### src/rtl/s_axi_read_banked.sv
// AXI-Lite read-only slave with two register banks: bank0 holds local read-only
// sources, bank1 forwards reads through a request/ready port with a bounded wait.
module s_axi_read_banked #(
  parameter int unsigned ADDR_WIDTH   = 16,
  parameter int unsigned DATA_WIDTH   = 32,
  parameter int unsigned INDEX_WIDTH  = 2,
  parameter int unsigned CNT_WIDTH    = INDEX_WIDTH,
  parameter int unsigned STATUS_WIDTH = 4,
  parameter int unsigned TIMEOUT      = 16,
  parameter logic [31:0] VERSION      = 32'h0002_0000
) (
  input  logic                    clk,
  input  logic                    reset,
  input  logic [ADDR_WIDTH-1:0]   S_AXI_ARADDR,
  input  logic                    S_AXI_ARVALID,
  output logic                    S_AXI_ARREADY,
  output logic [DATA_WIDTH-1:0]   S_AXI_RDATA,
  output logic [1:0]              S_AXI_RRESP,
  output logic                    S_AXI_RVALID,
  input  logic                    S_AXI_RREADY,
  input  logic [STATUS_WIDTH-1:0] bank0_status,
  input  logic [CNT_WIDTH-1:0]    bank0_main_cnt,
  input  logic [CNT_WIDTH-1:0]    bank0_end_cnt,
  output logic                    b1_req,
  output logic [INDEX_WIDTH-1:0]  b1_index,
  output logic [3:0]              b1_field,
  input  logic [DATA_WIDTH-1:0]   b1_rdata,
  input  logic                    b1_ready,
  output logic [15:0]             err_cnt
);

  localparam int unsigned REG_WIDTH  = ADDR_WIDTH - 8;
  localparam int unsigned TCNT_WIDTH = 8;
  localparam logic [1:0]  RESP_OKAY   = 2'b00;
  localparam logic [1:0]  RESP_SLVERR = 2'b10;
  localparam logic [1:0]  RESP_DECERR = 2'b11;

  typedef enum logic [1:0] {IDLE, B1_WAIT, RESP} state_t;

  state_t                  state_q, state_d;
  logic                    rvalid_q, rvalid_d;
  logic [DATA_WIDTH-1:0]   rdata_q, rdata_d;
  logic [1:0]              rresp_q, rresp_d;
  logic                    b1_req_q, b1_req_d;
  logic [INDEX_WIDTH-1:0]  b1_index_q, b1_index_d;
  logic [3:0]              b1_field_q, b1_field_d;
  logic [15:0]             err_cnt_q, err_cnt_d;
  logic [TCNT_WIDTH-1:0]   tcnt_q, tcnt_d;

  logic [1:0]              ar_bank;
  logic [REG_WIDTH-1:0]    ar_reg;
  logic [3:0]              ar_field;
  logic [INDEX_WIDTH-1:0]  ar_index;
  logic                    ar_hs;
  logic                    r_hs;
  logic                    unused_addr;

  assign ar_bank     = S_AXI_ARADDR[ADDR_WIDTH-1:ADDR_WIDTH-2];
  assign ar_reg      = S_AXI_ARADDR[ADDR_WIDTH-3:6];
  assign ar_field    = S_AXI_ARADDR[5:2];
  assign ar_index    = S_AXI_ARADDR[6+INDEX_WIDTH-1:6];
  assign unused_addr = ^S_AXI_ARADDR[1:0];

  // Accept when idle, or in the same cycle the pending response is consumed.
  assign S_AXI_ARREADY = S_AXI_ARVALID && !reset &&
                         ((state_q == IDLE) || ((state_q == RESP) && S_AXI_RREADY));
  assign ar_hs = S_AXI_ARVALID && S_AXI_ARREADY;
  assign r_hs  = rvalid_q && S_AXI_RREADY;

  always_comb begin
    state_d    = state_q;
    rvalid_d   = rvalid_q;
    rdata_d    = rdata_q;
    rresp_d    = rresp_q;
    b1_req_d   = b1_req_q;
    b1_index_d = b1_index_q;
    b1_field_d = b1_field_q;
    err_cnt_d  = err_cnt_q;
    tcnt_d     = tcnt_q;

    if (r_hs && (rresp_q != RESP_OKAY) && (err_cnt_q != 16'hFFFF)) begin
      err_cnt_d = err_cnt_q + 16'd1;
    end

    case (state_q)
      B1_WAIT: begin
        if (b1_ready) begin
          rdata_d  = b1_rdata;
          rresp_d  = RESP_OKAY;
          rvalid_d = 1'b1;
          b1_req_d = 1'b0;
          tcnt_d   = '0;
          state_d  = RESP;
        end else if (tcnt_q == TCNT_WIDTH'(TIMEOUT - 1)) begin
          rdata_d  = '0;
          rresp_d  = RESP_SLVERR;
          rvalid_d = 1'b1;
          b1_req_d = 1'b0;
          tcnt_d   = '0;
          state_d  = RESP;
        end else begin
          tcnt_d = tcnt_q + TCNT_WIDTH'(1);
        end
      end
      RESP: begin
        if (S_AXI_RREADY) begin
          rvalid_d = 1'b0;
          state_d  = IDLE;
        end
      end
      default: ;
    endcase

    // A new address overrides the IDLE/RESP outcome above.
    if (ar_hs) begin
      rvalid_d = 1'b1;
      rdata_d  = '0;
      rresp_d  = RESP_OKAY;
      state_d  = RESP;
      case (ar_bank)
        2'b00: begin
          if (ar_reg < REG_WIDTH'(4)) begin
            case (ar_reg[1:0])
              2'd0:    rdata_d = DATA_WIDTH'(VERSION);
              2'd1:    rdata_d = DATA_WIDTH'(bank0_status);
              2'd2:    rdata_d = DATA_WIDTH'(bank0_main_cnt);
              default: rdata_d = DATA_WIDTH'(bank0_end_cnt);
            endcase
          end else begin
            rresp_d = RESP_SLVERR;
          end
        end
        2'b01: begin
          if (ar_field >= 4'd6) begin
            rresp_d = RESP_SLVERR;
          end else begin
            rvalid_d   = 1'b0;
            b1_req_d   = 1'b1;
            b1_index_d = ar_index;
            b1_field_d = ar_field;
            tcnt_d     = '0;
            state_d    = B1_WAIT;
          end
        end
        default: rresp_d = RESP_DECERR;
      endcase
    end
  end

  always_ff @(posedge clk) begin
    if (reset) begin
      state_q    <= IDLE;
      rvalid_q   <= 1'b0;
      rdata_q    <= '0;
      rresp_q    <= '0;
      b1_req_q   <= 1'b0;
      b1_index_q <= '0;
      b1_field_q <= '0;
      err_cnt_q  <= '0;
      tcnt_q     <= '0;
    end else begin
      state_q    <= state_d;
      rvalid_q   <= rvalid_d;
      rdata_q    <= rdata_d;
      rresp_q    <= rresp_d;
      b1_req_q   <= b1_req_d;
      b1_index_q <= b1_index_d;
      b1_field_q <= b1_field_d;
      err_cnt_q  <= err_cnt_d;
      tcnt_q     <= tcnt_d;
    end
  end

  assign S_AXI_RVALID = rvalid_q;
  assign S_AXI_RDATA  = rdata_q;
  assign S_AXI_RRESP  = rresp_q;
  assign b1_req       = b1_req_q;
  assign b1_index     = b1_index_q;
  assign b1_field     = b1_field_q;
  assign err_cnt      = err_cnt_q;

endmodule

### config.mk
export PLATFORM = sky130hd
export DESIGN_NAME = s_axi_read_banked
export DESIGN_NICKNAME = d
export VERILOG_FILES = /design/src/rtl/s_axi_read_banked.sv
export SDC_FILE = /design/constraint.sdc
export NUM_CORES = 1
export LEC_CHECK = 0
export CAP_MARGIN = 0
export CORE_UTILIZATION = 25
export DETAILED_ROUTE_END_ITERATION = 8
export GPL_TIMING_DRIVEN = 0
export HOLD_SLACK_MARGIN = 0.12
export PLACE_DENSITY_LB_ADDON = 0.05
export SLEW_MARGIN = 20
export SYNTH_ARGS = -nofsm -noshare
export SYNTH_HDL_FRONTEND = slang
export SYNTH_SLANG_ARGS = --single-unit
### constraint.sdc
create_clock -name clk -period 2.3 [get_ports clk]
set_clock_uncertainty 0.05 [all_clocks]
set_input_delay 0.575 -clock clk [delete_from_list [all_inputs] [get_ports clk]]
set_output_delay 0.575 -clock clk [all_outputs]
set_load 0.05 [all_outputs]
==> results of run 1 <==
## flip-flops by register name, indices dropped and copies added, names as in the netlist
register,flops
err_cnt,16
state_q,2
S_AXI_RDATA,32
b1_index,2
S_AXI_RRESP,2
tcnt_q,8
b1_field,4
b1_req,1
## where the power goes
group          internal, mW  total [mW]  switching (mW)
Sequential             1.17        1.19          0.0138
Clock                 0.924        1.43           0.506
Combinational         0.158       0.308           0.150
Total                  2.26        2.93           0.670
## placed cells by master (no fill, tap or decap), types with 8 or more instances in the layout
master           synthesis  final
clkbuf_1                14     14
a32oi_1                 10     10
clkbuf_16                0      9
nand3_1                 15     15
nor3_1                  10     10
o21ai_0                 10     10
mux2_2                   8      8
nand2_1                 19     19
a22oi_1                 15     15
clkdlybuf4s50_1          0    110
a21oi_1                 22     22
dfxtp_1                 67     66
nor2_1                  45     45
## final cells by class
cell class                      count  area (sq um)
Sequential cell                    67          1350
Inverter                            5          26.3
Multi-Input combinational cell    239          1520
Timing Repair Buffer              121          1200
Buffer                             20           129
Antenna cell                        1          2.50
Fill cell                        1217          6900
Tap cell                          143           179
Clock buffer                       12           267
Clock inverter                      4          47.5
## cell families (layout without fill, tap and decap cells)
| group | Yosys count | count (layout) |
|---|---|---|
| AO/OA/AOI/OAI | 89 | 89 |
| XOR/XNOR | 5 | 5 |
| adder cells (fa/ha/maj) | 2 | 2 |
| buffers and inverters | 26 | 162 |
| flip-flops | 67 | 67 |
| multiplexers | 9 | 9 |
| other | 0 | 1 |
| AND/OR/NAND/NOR | 134 | 134 |
## layer usage
layer / vias to the layer above / global-route usage / share of wire
met5: - / 0 / 0
met4: 0 / 0.0514 / 0.011
met3: 8 / 0.0577 / 0.070
met2: 80 / 0.249 / 0.46
met1: 1420 / 0.181 / 0.46
li1: 1500 / - / -
## worst max-delay path by stage
stage                    end  slack (ns)  depth (start not counted)
2_1_floorplan  S_AXI_ARREADY        0.01                          6
3_3_place_gp   S_AXI_ARREADY       -1.22                          7
3_5_place_dp   S_AXI_ARREADY       -1.20                          7
4_1_cts        S_AXI_ARREADY       -0.04                          6
5_1_grt        S_AXI_ARREADY       0.007                          5
6_report       S_AXI_ARREADY        0.03                          6
## worst max-delay path, cell delays in order
cell	delay, ns
buf_6	0.12
or3b_4	0.39
or2_1	0.24
buf_6	0.14
inv_8	0.05
buf_8	0.13
## metrics by stage
stage	total power, mW	setup TNS (ns)	cells
2_1_floorplan	1.36	0	332
3_3_place_gp	1.52	-14.49	590
3_5_place_dp	1.52	-14.23	590
4_1_cts	2.98	-0.0402	608
5_1_grt	3.06	0	611
6_report	2.93	0	612
## timing repair
| action | 4_1_cts | 5_1_grt |
|---|---|---|
| pin swaps | 2 | 4 |
| hold buffers | 0 | 0 |
| setup buffers | 3 | 3 |
| resized for setup | 15 | 4 |
| endpoints found under the setup margin | 16 | 4 |
==> metrics.txt, run 1 <==
Synth cell types between 60 and 70; post-DP HPWL between 6000 and 7000 um; synthesized instance count 332; placed cell area about 0.0044 sq mm; pre-CTS setup slack -1.20 ns; adder-cell area share of the yosys netlist 0.00829; HP Class flop to flop; number of vias per cell approximately 5; Area Growth Syn to Fin 56.2%; first-pass GRT wire length roughly 15,000 um; crit-path max FO 9; Ports 120; CTS Buf Count 9; Die Span X roughly 110 um; core area ~0.012 sq mm; initial antenna violation count 0; Clock transition at path regs about 0.05 ns; final hold slack 0.421 ns; CTS Root Cell clkbuf_16; syn nets ~400; largest family of logic cells by synthesized area simple AND/OR/NAND/NOR gates; Worst Hold Path EP S_AXI_RDATA[5]$_SDFFE_PP0P_; TritonRoute pass-1 iters 6; finished layout cell area 0.00472 sq mm; top post-synthesis cells by count dfxtp_1, nor2_1, a21oi_1, nand2_1; Pwr Density just over 600 mW/mm^2; DRC viols 10; Reg2Reg Depth 4; hold path cells 1; Final Hold Viols 0; crit path time final between 2 and 2.5 ns; Yosys warnings 0; CP arrival 1.65 ns; EDFF count, synth 0; P_leak roughly 1.6 nW; worst slew pin tran 0.654 ns; share of layout cells above drive strength 1 0.109; post-route ant nets 0; all-layer global routing usage 0.152; post-synth top area share 0.444; Final Wtd Congestion 0.802; unrepaired setup endpoints after global routing false; Iter 0 DRT Violations approximately 150; VDD IR-drop max 0.000355 V; FFs w/ async S/R, synth 0; simple-gate share of the synthesized area 0.236; DRT Wirelength 9100 um; # Max-Cap Violations 0; fmax around 0.44 GHz; CP Data Required Time about 1.7 ns; Layout Nets 526; fin util 0.406; CTS tree yes; register area share after synthesis 0.444; vias in the first global route between 2,000 and 3,000; area leader, netlist dfxtp_1; xor/xnor share of the synthesized area 0.0145; H-tree levels 3; DIE AREA between 0.01 and 0.015 sq mm; CP Capture Type primary output; Synth Flop Type dfxtp_1; Reg2Reg Setup Slack about 0.22 ns; top cells by area, synth dfxtp_1, nor2_1, a22oi_1; CP Launch Type input pin; r2r startpoint tcnt_q[4]$_SDFF_PP0_; CP startpoint reset; total grt overflow 0; largest net degree at the start of global routing 14; FF-to-FF End S_AXI_RDATA[7]$_SDFFE_PP0P_; hold_sp S_AXI_RDATA[5]$_SDFFE_PP0P_; status complete, but fails checks; Avg Inst Size Synth just over 9 sq um; via count between 3,000 and 4,000; Max transition margin 0.561; violated checks DRC; Synth Area in Compound Gates 0.212; Final WS setup approximately 0.030 ns; Netlist Area Pre-Place 0.00302 sq mm; most common cell in the synthesized netlist dfxtp_1; final setup fails 0; Port Buffer Count about 120; Sink Count 67; Avg WL per Cell 14.9 um; FP Rows 39; period utilisation layout 0.987; kind of critical path input pin to primary output; multiplexer share of the synthesized area 0.0332; Slew Limit Fails 0; Initial Utilization 0.260; Clock Tree Buf Depth 2; Yosys reg bits 67; Skew-Pair Late Insertion Delay ~0.33 ns; Die Y 112 um
No activity file was read; power rests on OpenSTA's default activity.
==> inputs of run 2 (changes only) <==
- SLEW_MARGIN: 20 -> 10
- clock period: 2.3 -> 1.95 ns (I/O delays scaled with it)
==> metrics.txt, run 2 (synthesis results as in run 1) <==
commonest non-fill, non-tap cell in the layout dlygate4sd2_1; CP arrival ~1.5 ns; hold_buf cts 0; commonest non-fill, non-tap cells in the layout dlygate4sd2_1, dfxtp_1, clkdlybuf4s50_1; # Max-Cap Violations 0; post-DP HPWL between 6000 and 7000 um; VDD IR-drop max 0.000486 V; DRC viols 10; CP Launch Type flop; CTS tree yes; P_leak between 1.5 and 2 nW; Clock Tree Buf Depth 2; first-pass GRT wire length 15,100 um; DIE AREA approximately 0.013 sq mm; HP Class input pin to flop; vias in the first global route between 2,000 and 3,000; placed cell area ~0.0044 sq mm; number of vias per cell ~5.0; Sink Count between 60 and 70; Pwr Density approximately 730 mW/mm^2; Iter 0 DRT Violations between 150 and 200; Max transition margin 0.569; CTS Root Cell clkbuf_16; share of layout cells above drive strength 1 0.155; status complete, but fails checks; violated checks DRC, setup timing; unrepaired setup endpoints after global routing true; total grt overflow 0; Skew-Pair Late Insertion Delay about 0.33 ns; worst slew pin tran 0.642 ns; slowest CP cell or3b_4; CTS Buf Count 9; number of flip-flops in the largest register 32; Slew Limit Fails 0; core area roughly 0.012 sq mm; CP bufs+invs 2; Ports 120; post-route insts no fill 615; Final Hold Viols 0; DRT Wirelength 9460 um; Reg2Reg Setup Slack 0.08 ns; setup TNS -0.0936 ns; via count between 3,000 and 4,000; Layout Nets between 500 and 600; Worst path max stage delay ~0.39 ns; crit-path max FO 3; Area Growth Syn to Fin 54.6%; initial antenna violation count 0; fmax approximately 0.49 GHz; Die Y 112 um; TritonRoute pass-1 iters 6; post-route ant nets 0; finished layout cell area 0.00467 sq mm; crit path time final approximately 2.0 ns; all-layer global routing usage 0.156; final setup fails 1; Port Buffer Count 115; Clock transition at path regs about 0.05 ns; Final Wtd Congestion about 0.80; crit path cell chain or3b_4 > or2_4 > clkinv_4 > buf_12; CP Data Required Time around 1.4 ns; CP delay by family, top simple AND/OR/NAND/NOR gates; H-tree levels 3; Avg WL per Cell 15.4 um; kind of critical path flop to primary output; FP Rows 39; Cell Count Post-Placement around 600; Final WS setup -0.0936 ns; CP Capture Type primary output; Die Span X approximately 110 um; period utilisation layout 1.05; largest net degree at the start of global routing 11; pre-CTS setup slack -1.36 ns; Initial Utilization 0.260
==> run 2: changes by cell type in the layout (fill, tap and decap cells not counted), moves of 4 or more <==
cell             delta
clkbuf_2            +7
clkdlybuf4s50_1    -64
buf_4               +4
dlygate4sd2_1      +58
dfxtp_2            +10
dfxtp_1            -10
==> run 2: stage by stage <==
stage               total power [mW]  hold slack, ns  utilization
detailed placement              1.80           0.412        0.377
finish                          3.43           0.381        0.402
global route                    3.57           0.379        0.402
floorplan                       1.60           0.407            -
CTS                             3.50           0.416        0.404
global placement                1.79           0.410        0.377
==> run 2: where the power goes <==
part	switching [mW]	total, mW	leakage, nW	internal, mW
clock network	0.583	1.68	0.150	1.10
registers	0.0149	1.40	0.547	1.39
logic	0.180	0.351	1.23	0.171
==> run 2: worst min-delay path, delay by kind of cell <==
kind	cells	cell delay, ns
buf+inv	1	0.11
simple gates	1	0.06
compound gates	1	0.05
==> run 2: layout make-up <==
class | instances | area [sq um]
tap | 143 | 179
multi-input combinational | 239 | 1540
buffer | 19 | 125
inverter | 5 | 23.8
clock buffer | 15 | 278
antenna | 1 | 2.50
clock inverter | 1 | 30.0
fill | 1208 | 6950
sequential | 67 | 1360
timing repair buffer | 125 | 1130
==> run 2: routing by layer <==
layer / part of all wire / vias up / GRT usage / wire length (um)
met3: 0.071 / 17 / 0.0572 / 673
met4: 0.025 / 0 / 0.0766 / 232
met1: 0.45 / 1432 / 0.190 / 4290
met5: 0 / - / 0 / 0
met2: 0.45 / 96 / 0.241 / 4260
li1: - / 1508 / - / -
==> run 2: worst paths after layout <==
kind / startpoint / end / cells after the start
hold / removal: S_AXI_ARADDR[15] / S_AXI_RRESP[0]$_SDFFE_PP0P_ / 3
setup reg to reg: state_q[0]$_SDFFE_PP0P_ / S_AXI_RDATA[22]$_SDFFE_PP0P_ / 5
hold reg to reg: b1_index[0]$_SDFFE_PP0P_ / b1_index[0]$_SDFFE_PP0P_ / 2
setup / recovery: state_q[0]$_SDFFE_PP0P_ / S_AXI_ARREADY / 4
==> run 2: timing repair <==
item,4_1_cts,5_1_grt
resized for setup,90,17
buffers inserted,9,1
pin swaps,7,7
setup endpoints to repair,114,37
